<file path="src/rtl/demux_1to4_32bit_buffered_if.sv">
// Producer/consumer signal bundle for the buffered 1-to-4 demultiplexer.
// The master drives the producer word and the consumer ready lines.
interface demux_1to4_32bit_buffered_if #(
  parameter int WIDTH = 32
);
  logic [WIDTH-1:0] IN;
  logic             IN_VALID;
  logic [1:0]       CONTROL;
  logic             IN_READY;
  logic [WIDTH-1:0] OP1;
  logic [WIDTH-1:0] OP2;
  logic [WIDTH-1:0] OP3;
  logic [WIDTH-1:0] OP4;
  logic [3:0]       OP_VALID;
  logic [3:0]       OP_READY;
  logic             BUSY;

  modport master (
    output IN, IN_VALID, CONTROL, OP_READY,
    input  IN_READY, OP1, OP2, OP3, OP4, OP_VALID, BUSY
  );

  modport slave (
    input  IN, IN_VALID, CONTROL, OP_READY,
    output IN_READY, OP1, OP2, OP3, OP4, OP_VALID, BUSY
  );
endinterface

</file>
<file path="src/rtl/demux_1to4_32bit_buffered.sv">
// Steers one producer word per cycle into one of four 2-entry FIFOs.
// Each FIFO drains independently to its consumer over valid/ready.
module demux_1to4_32bit_buffered #(
  parameter int WIDTH = 32
) (
  input logic                         CLK,
  input logic                         RST,
  demux_1to4_32bit_buffered_if.slave  bus
);

  logic [WIDTH-1:0] head_p0 [4];
  logic [WIDTH-1:0] tail_p0 [4];
  logic [1:0]       cnt_p0  [4];

  logic       in_ready;
  logic       push;
  logic [3:0] push_ch;
  logic [3:0] pop_ch;
  logic [3:0] op_valid;

  // IN_READY depends only on CONTROL and registered counts, never on OP_READY.
  always_comb begin
    in_ready = (cnt_p0[bus.CONTROL] != 2'd2);
    push     = bus.IN_VALID && in_ready;
    push_ch  = 4'b0000;
    pop_ch   = 4'b0000;
    op_valid = 4'b0000;
    for (int n = 0; n < 4; n++) begin
      op_valid[n] = (cnt_p0[n] != 2'd0);
      push_ch[n]  = push && (bus.CONTROL == 2'(n));
      pop_ch[n]   = op_valid[n] && bus.OP_READY[n];
    end
  end

  // Stage p0: head and occupancy per channel
  always_ff @(posedge CLK) begin
    if (RST) begin
      for (int n = 0; n < 4; n++) begin
        cnt_p0[n]  <= 2'd0;
        head_p0[n] <= '0;
      end
    end else begin
      for (int n = 0; n < 4; n++) begin
        if (push_ch[n] && pop_ch[n]) begin
          // only reachable at cnt 1: the new word replaces the departing head
          head_p0[n] <= bus.IN;
        end else if (push_ch[n]) begin
          if (cnt_p0[n] == 2'd0) head_p0[n] <= bus.IN;
          cnt_p0[n] <= cnt_p0[n] + 2'd1;
        end else if (pop_ch[n]) begin
          if (cnt_p0[n] == 2'd2) head_p0[n] <= tail_p0[n];
          cnt_p0[n] <= cnt_p0[n] - 2'd1;
        end
      end
    end
  end

  // Tail is only read once cnt reaches 2, so it needs no reset.
  always_ff @(posedge CLK) begin
    for (int n = 0; n < 4; n++) begin
      if (push_ch[n] && !pop_ch[n] && (cnt_p0[n] == 2'd1)) tail_p0[n] <= bus.IN;
    end
  end

  assign bus.IN_READY = in_ready;
  assign bus.OP1      = head_p0[0];
  assign bus.OP2      = head_p0[1];
  assign bus.OP3      = head_p0[2];
  assign bus.OP4      = head_p0[3];
  assign bus.OP_VALID = op_valid;
  assign bus.BUSY     = |op_valid;

endmodule
</file>
<file path="src/flat_wrapper.sv">
// flat-port wrapper written by rule: the top's interface ports become plain ports
module demux_1to4_32bit_buffered_flat 
#(
  parameter int WIDTH = 32
)
  (CLK, RST, bus_IN, bus_IN_VALID, bus_CONTROL, bus_OP_READY, bus_IN_READY, bus_OP1, bus_OP2, bus_OP3, bus_OP4, bus_OP_VALID, bus_BUSY);
  demux_1to4_32bit_buffered_if #(.WIDTH(WIDTH)) bus_i ();
  input logic CLK;
  input logic RST;
  input wire logic [$bits(bus_i.IN)-1:0] bus_IN;
  input wire logic [$bits(bus_i.IN_VALID)-1:0] bus_IN_VALID;
  input wire logic [$bits(bus_i.CONTROL)-1:0] bus_CONTROL;
  input wire logic [$bits(bus_i.OP_READY)-1:0] bus_OP_READY;
  output wire logic [$bits(bus_i.IN_READY)-1:0] bus_IN_READY;
  output wire logic [$bits(bus_i.OP1)-1:0] bus_OP1;
  output wire logic [$bits(bus_i.OP2)-1:0] bus_OP2;
  output wire logic [$bits(bus_i.OP3)-1:0] bus_OP3;
  output wire logic [$bits(bus_i.OP4)-1:0] bus_OP4;
  output wire logic [$bits(bus_i.OP_VALID)-1:0] bus_OP_VALID;
  output wire logic [$bits(bus_i.BUSY)-1:0] bus_BUSY;
  assign bus_i.IN = bus_IN;
  assign bus_i.IN_VALID = bus_IN_VALID;
  assign bus_i.CONTROL = bus_CONTROL;
  assign bus_i.OP_READY = bus_OP_READY;
  assign bus_IN_READY = bus_i.IN_READY;
  assign bus_OP1 = bus_i.OP1;
  assign bus_OP2 = bus_i.OP2;
  assign bus_OP3 = bus_i.OP3;
  assign bus_OP4 = bus_i.OP4;
  assign bus_OP_VALID = bus_i.OP_VALID;
  assign bus_BUSY = bus_i.BUSY;
  demux_1to4_32bit_buffered #(.WIDTH(WIDTH)) u_core (.CLK(CLK), .RST(RST), .bus(bus_i));
endmodule
</file>
<file path="config.mk">
export PLATFORM = sky130hd
export DESIGN_NAME = demux_1to4_32bit_buffered_flat
export DESIGN_NICKNAME = d
export VERILOG_FILES = /design/src/rtl/demux_1to4_32bit_buffered_if.sv /design/src/rtl/demux_1to4_32bit_buffered.sv /design/src/flat_wrapper.sv
export SDC_FILE = /design/constraint.sdc
export NUM_CORES = 1
export LEC_CHECK = 0
export CORE_AREA = 3 3 194 196
export DETAILED_ROUTE_END_ITERATION = 7
export DIE_AREA = 0 0 197 199
export DONT_BUFFER_PORTS = 1
export PLACE_DENSITY = 0.5
export SYNTH_ARGS = -nofsm -noshare
export SYNTH_HDL_FRONTEND = slang
export SYNTH_SLANG_ARGS = --single-unit
</file>
<file path="constraint.sdc">
create_clock -name CLK -period 7.5 [get_ports CLK]
set_clock_uncertainty 0.15 [all_clocks]
set_input_delay 1.5 -clock CLK [delete_from_list [all_inputs] [get_ports CLK]]
set_output_delay 1.5 -clock CLK [all_outputs]
set_load 0.05 [all_outputs]
</file>
# Yosys cells after proc, flatten, opt, wreduce, memory -nomap -nowiden
# Memory sizes are Yosys's and may differ from the RTL's.
# Cells that the tools add are included.
# totals
memories,3
ramBits,264
out_inout_bits,134
wordCells,212
ff_bits,0
input_bits,41
# op_classes
bitwise,20
reduce_logical,38
mux,131
add_sub_neg,8
n_eq_ne,12
# memory_table
memory,depth,width,read_ports,rd_clocked_by_memory_dff,write_ports,line,rtl
u_core.head_p0,4,32,4,0,4,demux_1to4_32bit_buffered.sv:11,logic [WIDTH-1:0] head_p0 [4];
u_core.tail_p0,4,32,4,0,1,demux_1to4_32bit_buffered.sv:12,logic [WIDTH-1:0] tail_p0 [4];
u_core.cnt_p0,4,2,5,0,4,demux_1to4_32bit_buffered.sv:13,logic [1:0] cnt_p0 [4];
# op_table
op,count
$mux W32,15
$mux W1,105
$reduce_or A32 Y1,3
$mux W2,11
$logic_and A1 B1 Y1,21
$or A1 B1 Y1,20
$eq A2 B2 Y1 const B,6
$eq A2 B1 Y1 const B,5
$logic_not A2 Y1,5
$add A2 B1 Y2 const B,4
$reduce_bool A2 Y1,4
$sub A2 B1 Y2 const B,4
$logic_not A1 Y1,4
$reduce_or A4 Y1,1
$ne A2 B2 Y1 const B,1

# Logic depth before layout (Yosys ltp)
# An unclocked memory read counts as a cell.
# logic_depth
ltp_word,12
mapped_depth,7
ltp_nobuf,5

# Least setup slack after synthesis
# Ideal clock, no wire load.
# synth_path
kind,input-to-reg
startpoint,input bus_CONTROL[1]
endpoint,"memory u_core.head_p0[0][0], enable pin"
path_slack_ns,2.870
path_buffers,3
stages,6
arrival_time_ns,4.047
t_required_ns,6.917
setup_ns,0.433
cell_sequence,buf_6 -> and3b_1 -> or3_1 -> clkbuf_1 -> buf_2 -> o22ai_1
# synth_rtl
element,line,rtl
from (decl),flat_wrapper.sv:12,input wire logic [$bits(bus_i.CONTROL)-1:0] bus_CONTROL;
to (decl),demux_1to4_32bit_buffered.sv:11,

# Worst setup path in the final report
# layout_path
startpoint,input bus_CONTROL[1]
endpoint,output bus_IN_READY
# layout_via
elab_chain_len,2
# layout_rtl
element,line,rtl
$mem_v2 Z4 W2,--,
$ne A2 B2 Y1,demux_1to4_32bit_buffered.sv:23,in_ready = (cnt_p0[bus.CONTROL] != 2'd2);
to (decl),flat_wrapper.sv:14,output wire logic [$bits(bus_i.IN_READY)-1:0] bus_IN_READY;
# No other way between the ends.

==> results_dict.tcl <==
set metrics [dict create \
    grt_setup_unrepaired "false" \
    pre_cts_ws_ns 2.695 \
    grt_pass1_vias 5945 \
    whs_endpoint "u_core.head_p0[0][5]" \
    postCtsSetupRepairBufs 0 \
    synth_seq_area_share_pct 73.27 \
    syn_nets 708 \
    cts_resized 0 \
    hold_path_depth 1 \
    syn_area_sq_um 10820 \
    clkTransAtPathRegs_ns 0.06 \
    fin_util_pct 33.82 \
    synth_most_common_cell "edfxtp_1" \
    numPortBuffers 0 \
    grt_usage_pct 14.96 \
    initial_utilization_pct 29.84 \
    hold_viol_final 0 \
    viasPerCell 5.249 \
    setup-violations-final 0 \
    grt_max_degree 68 \
    yosys.area.top_type_share_pct 73.27 \
    hpwlAfterDp_um 18430 \
    path_class "input port to output port" \
    hp-class "register to register" \
    gp_congestion 0.7065 \
    synth_edf_count 264 \
    drtPass1Iterations 6 \
    drcViolationCount 0 \
    cp.arrival_ns 3.09 \
    worst_setup_path_end_kind "output port" \
    ff2ff_path_depth 5 \
    yosysWarnings 0 \
    avgSynthCellArea_sq_um 16.52 \
    synth_cells 655 \
    worstReg2RegStart "u_core.cnt_p0[1][0]" \
    die-height_um 199 \
    n_fill_cell 3484 \
    synth_common_cells "edfxtp_1, nand3_1, o2bb2ai_1" \
    cts_tree "yes" \
    cts.sink_count 264 \
    setup_slack_ns 2.763 \
    die_w_um 197 \
    tns_ns 0 \
    period_share_pct 63.16 \
    row_count 70 \
    crit_fanout 34 \
    drv_slew 0 \
    drive_above_1_share_pct 15.23 \
    cts_max_level 1 \
    grt_pass1_wl_um 42970 \
    fmaxAchievable_mhz 211.1 \
    boundaryPins 175 \
    tightest_slew_ns 1.203 \
    synth_area_leaders "edfxtp_1, o2bb2ai_1, nand3_1, o2bb2ai_2, a22o_1" \
    fin_nets 693 \
    timing.rr.end "u_core.head_p0[1][22]" \
    status "finished, final reports clean" \
    synth_top_flop_cell "edfxtp_1" \
    max_cap_violations 0 \
    max_slew_margin_pct 19.48 \
    required_ns 5.85 \
    num_antenna_cells 0 \
    clkLatencyLatePin_ns 0.56 \
    reg2reg_slack_ns 4.34 \
    root_buffer "clkbuf_16" \
    hp-start "u_core.tail_p0[0][5]" \
    finalCriticalPeriod_ns 4.737 \
    core_sq_um 36260 \
    post_drt_wl_per_cell_um 26.64 \
    grt-ovfl-total 0 \
    numCtsBuffers 30 \
    async_flop_share_pct 0 \
    vias 5937 \
    final_antenna_net_count 0 \
    hold_ws_ns 0.3565 \
    synth.distinct_cells 42 \
    die_area_sq_um 39200 \
    drt_iter0_drc 491 \
    synth_largest_area_cell "edfxtp_1" \
    routed_wl_um 30130 \
    power_density_nw_per_um2 300.4 \
    synth_seq_cells 264 \
    cellLeakagePower_nw 3.825 \
    ir_worst_vdd_uv 165.7 \
    critPathLaunchType "input port" \
    cts_hold_buf 0 \
    antenna_found_initial 0 \
    synthToLayoutAreaGrowth_pct 13.33 \
    clk_path_buf_depth 3 \
]
-- worst max-delay path by stage --
stage | endpoint | cells after the start | startpoint
finish | bus_IN_READY | 3 | bus_CONTROL[1]
global route | bus_IN_READY | 3 | bus_CONTROL[1]
CTS | bus_IN_READY | 3 | bus_CONTROL[1]
detailed placement | bus_IN_READY | 3 | bus_CONTROL[1]
global placement | bus_IN_READY | 3 | bus_CONTROL[1]
floorplan | u_core.head_p0[0][0] | 6 | bus_CONTROL[1]
-- flip-flops by register name, summed over array words and instances (netlist names) --
| name | flops |
|---|---|
| u_core.head_p0 | 128 |
| u_core.cnt_p0 | 8 |
| u_core.tail_p0 | 128 |
-- area by class of cell --
cell class                 instances  area, sq um  share of cell area, %
tap                              468        585.6                  4.775
multi-input combinational        319         2620                  21.37
timing repair buffer               9        67.56                 0.5510
clock inverter                    17        220.2                  1.796
sequential                       264         7928                  64.65
inverter                          16        60.06                 0.4898
clock buffer                      38        780.7                  6.367
-- metrics by stage --
step	area [sq um]	total power, mW	instances
3_3_place_gp	11260	2.213	1076
3_5_place_dp	11260	2.225	1076
4_1_cts	12260	3.733	1131
5_1_grt	12260	3.819	1131
6_report	12260	3.683	1131
2_1_floorplan	10820	2.141	655
-- worst max-delay path, stage by stage --
cell     delay, ns
nor3b_1       0.34
or3_2         0.71
nand2_1       0.52
-- per-layer routing --
metal	global-route usage (%)	up-vias	wire length, um
met5	0	-	0
met4	3.907	0	677
met3	5.064	40	2590
met2	24.66	252	14490
met1	19.03	3029	12380
li1	-	2616	-
-- logic make-up (layout without fill, tap and decap cells) --
logic type | count (synthesis) | after routing | synth area share (%)
multiplexers | 4 | 4 | 0.3701
buffers and inverters | 72 | 80 | 3.296
AND/OR/NAND/NOR | 153 | 153 | 7.679
AO/OA/AOI/OAI | 150 | 150 | 13.99
adder cells (fa/ha/maj) | 12 | 12 | 1.388
flip-flops | 264 | 264 | 73.27
-- placed cells by master (no fill, tap or decap), types with 2 or more instances in the layout --
cell type    n
o2bb2ai_1   64
o2bb2ai_2   30
a211o_1      2
nand4_1      4
a22o_1      32
clkbuf_16   30
or3_1        3
mux2i_1      4
a2111oi_4    2
clkinv_2     3
buf_4        9
clkbuf_1     8
a21oi_1      4
or2_2        3
inv_1       16
edfxtp_1   264
a211oi_1     3
clkinv_1     6
nor2b_1      4
nand2b_1     8
and3b_1      2
bufinv_16    5
nor2_1       3
a2bb2o_1     2
ha_1        12
nand3b_1     2
nor2_4       2
a21o_1       2
nand2_1      6
nand3_1    105
-- power by group --
part / total (mW) / switching [mW] / leakage (nW) / internal [mW]
clock network: 1.49 / 0.587 / 0.482 / 0.905
logic: 0.228 / 0.176 / 0.770 / 0.0519
registers: 1.96 / 0.245 / 2.57 / 1.72
(Power assumes the default switching activity.)
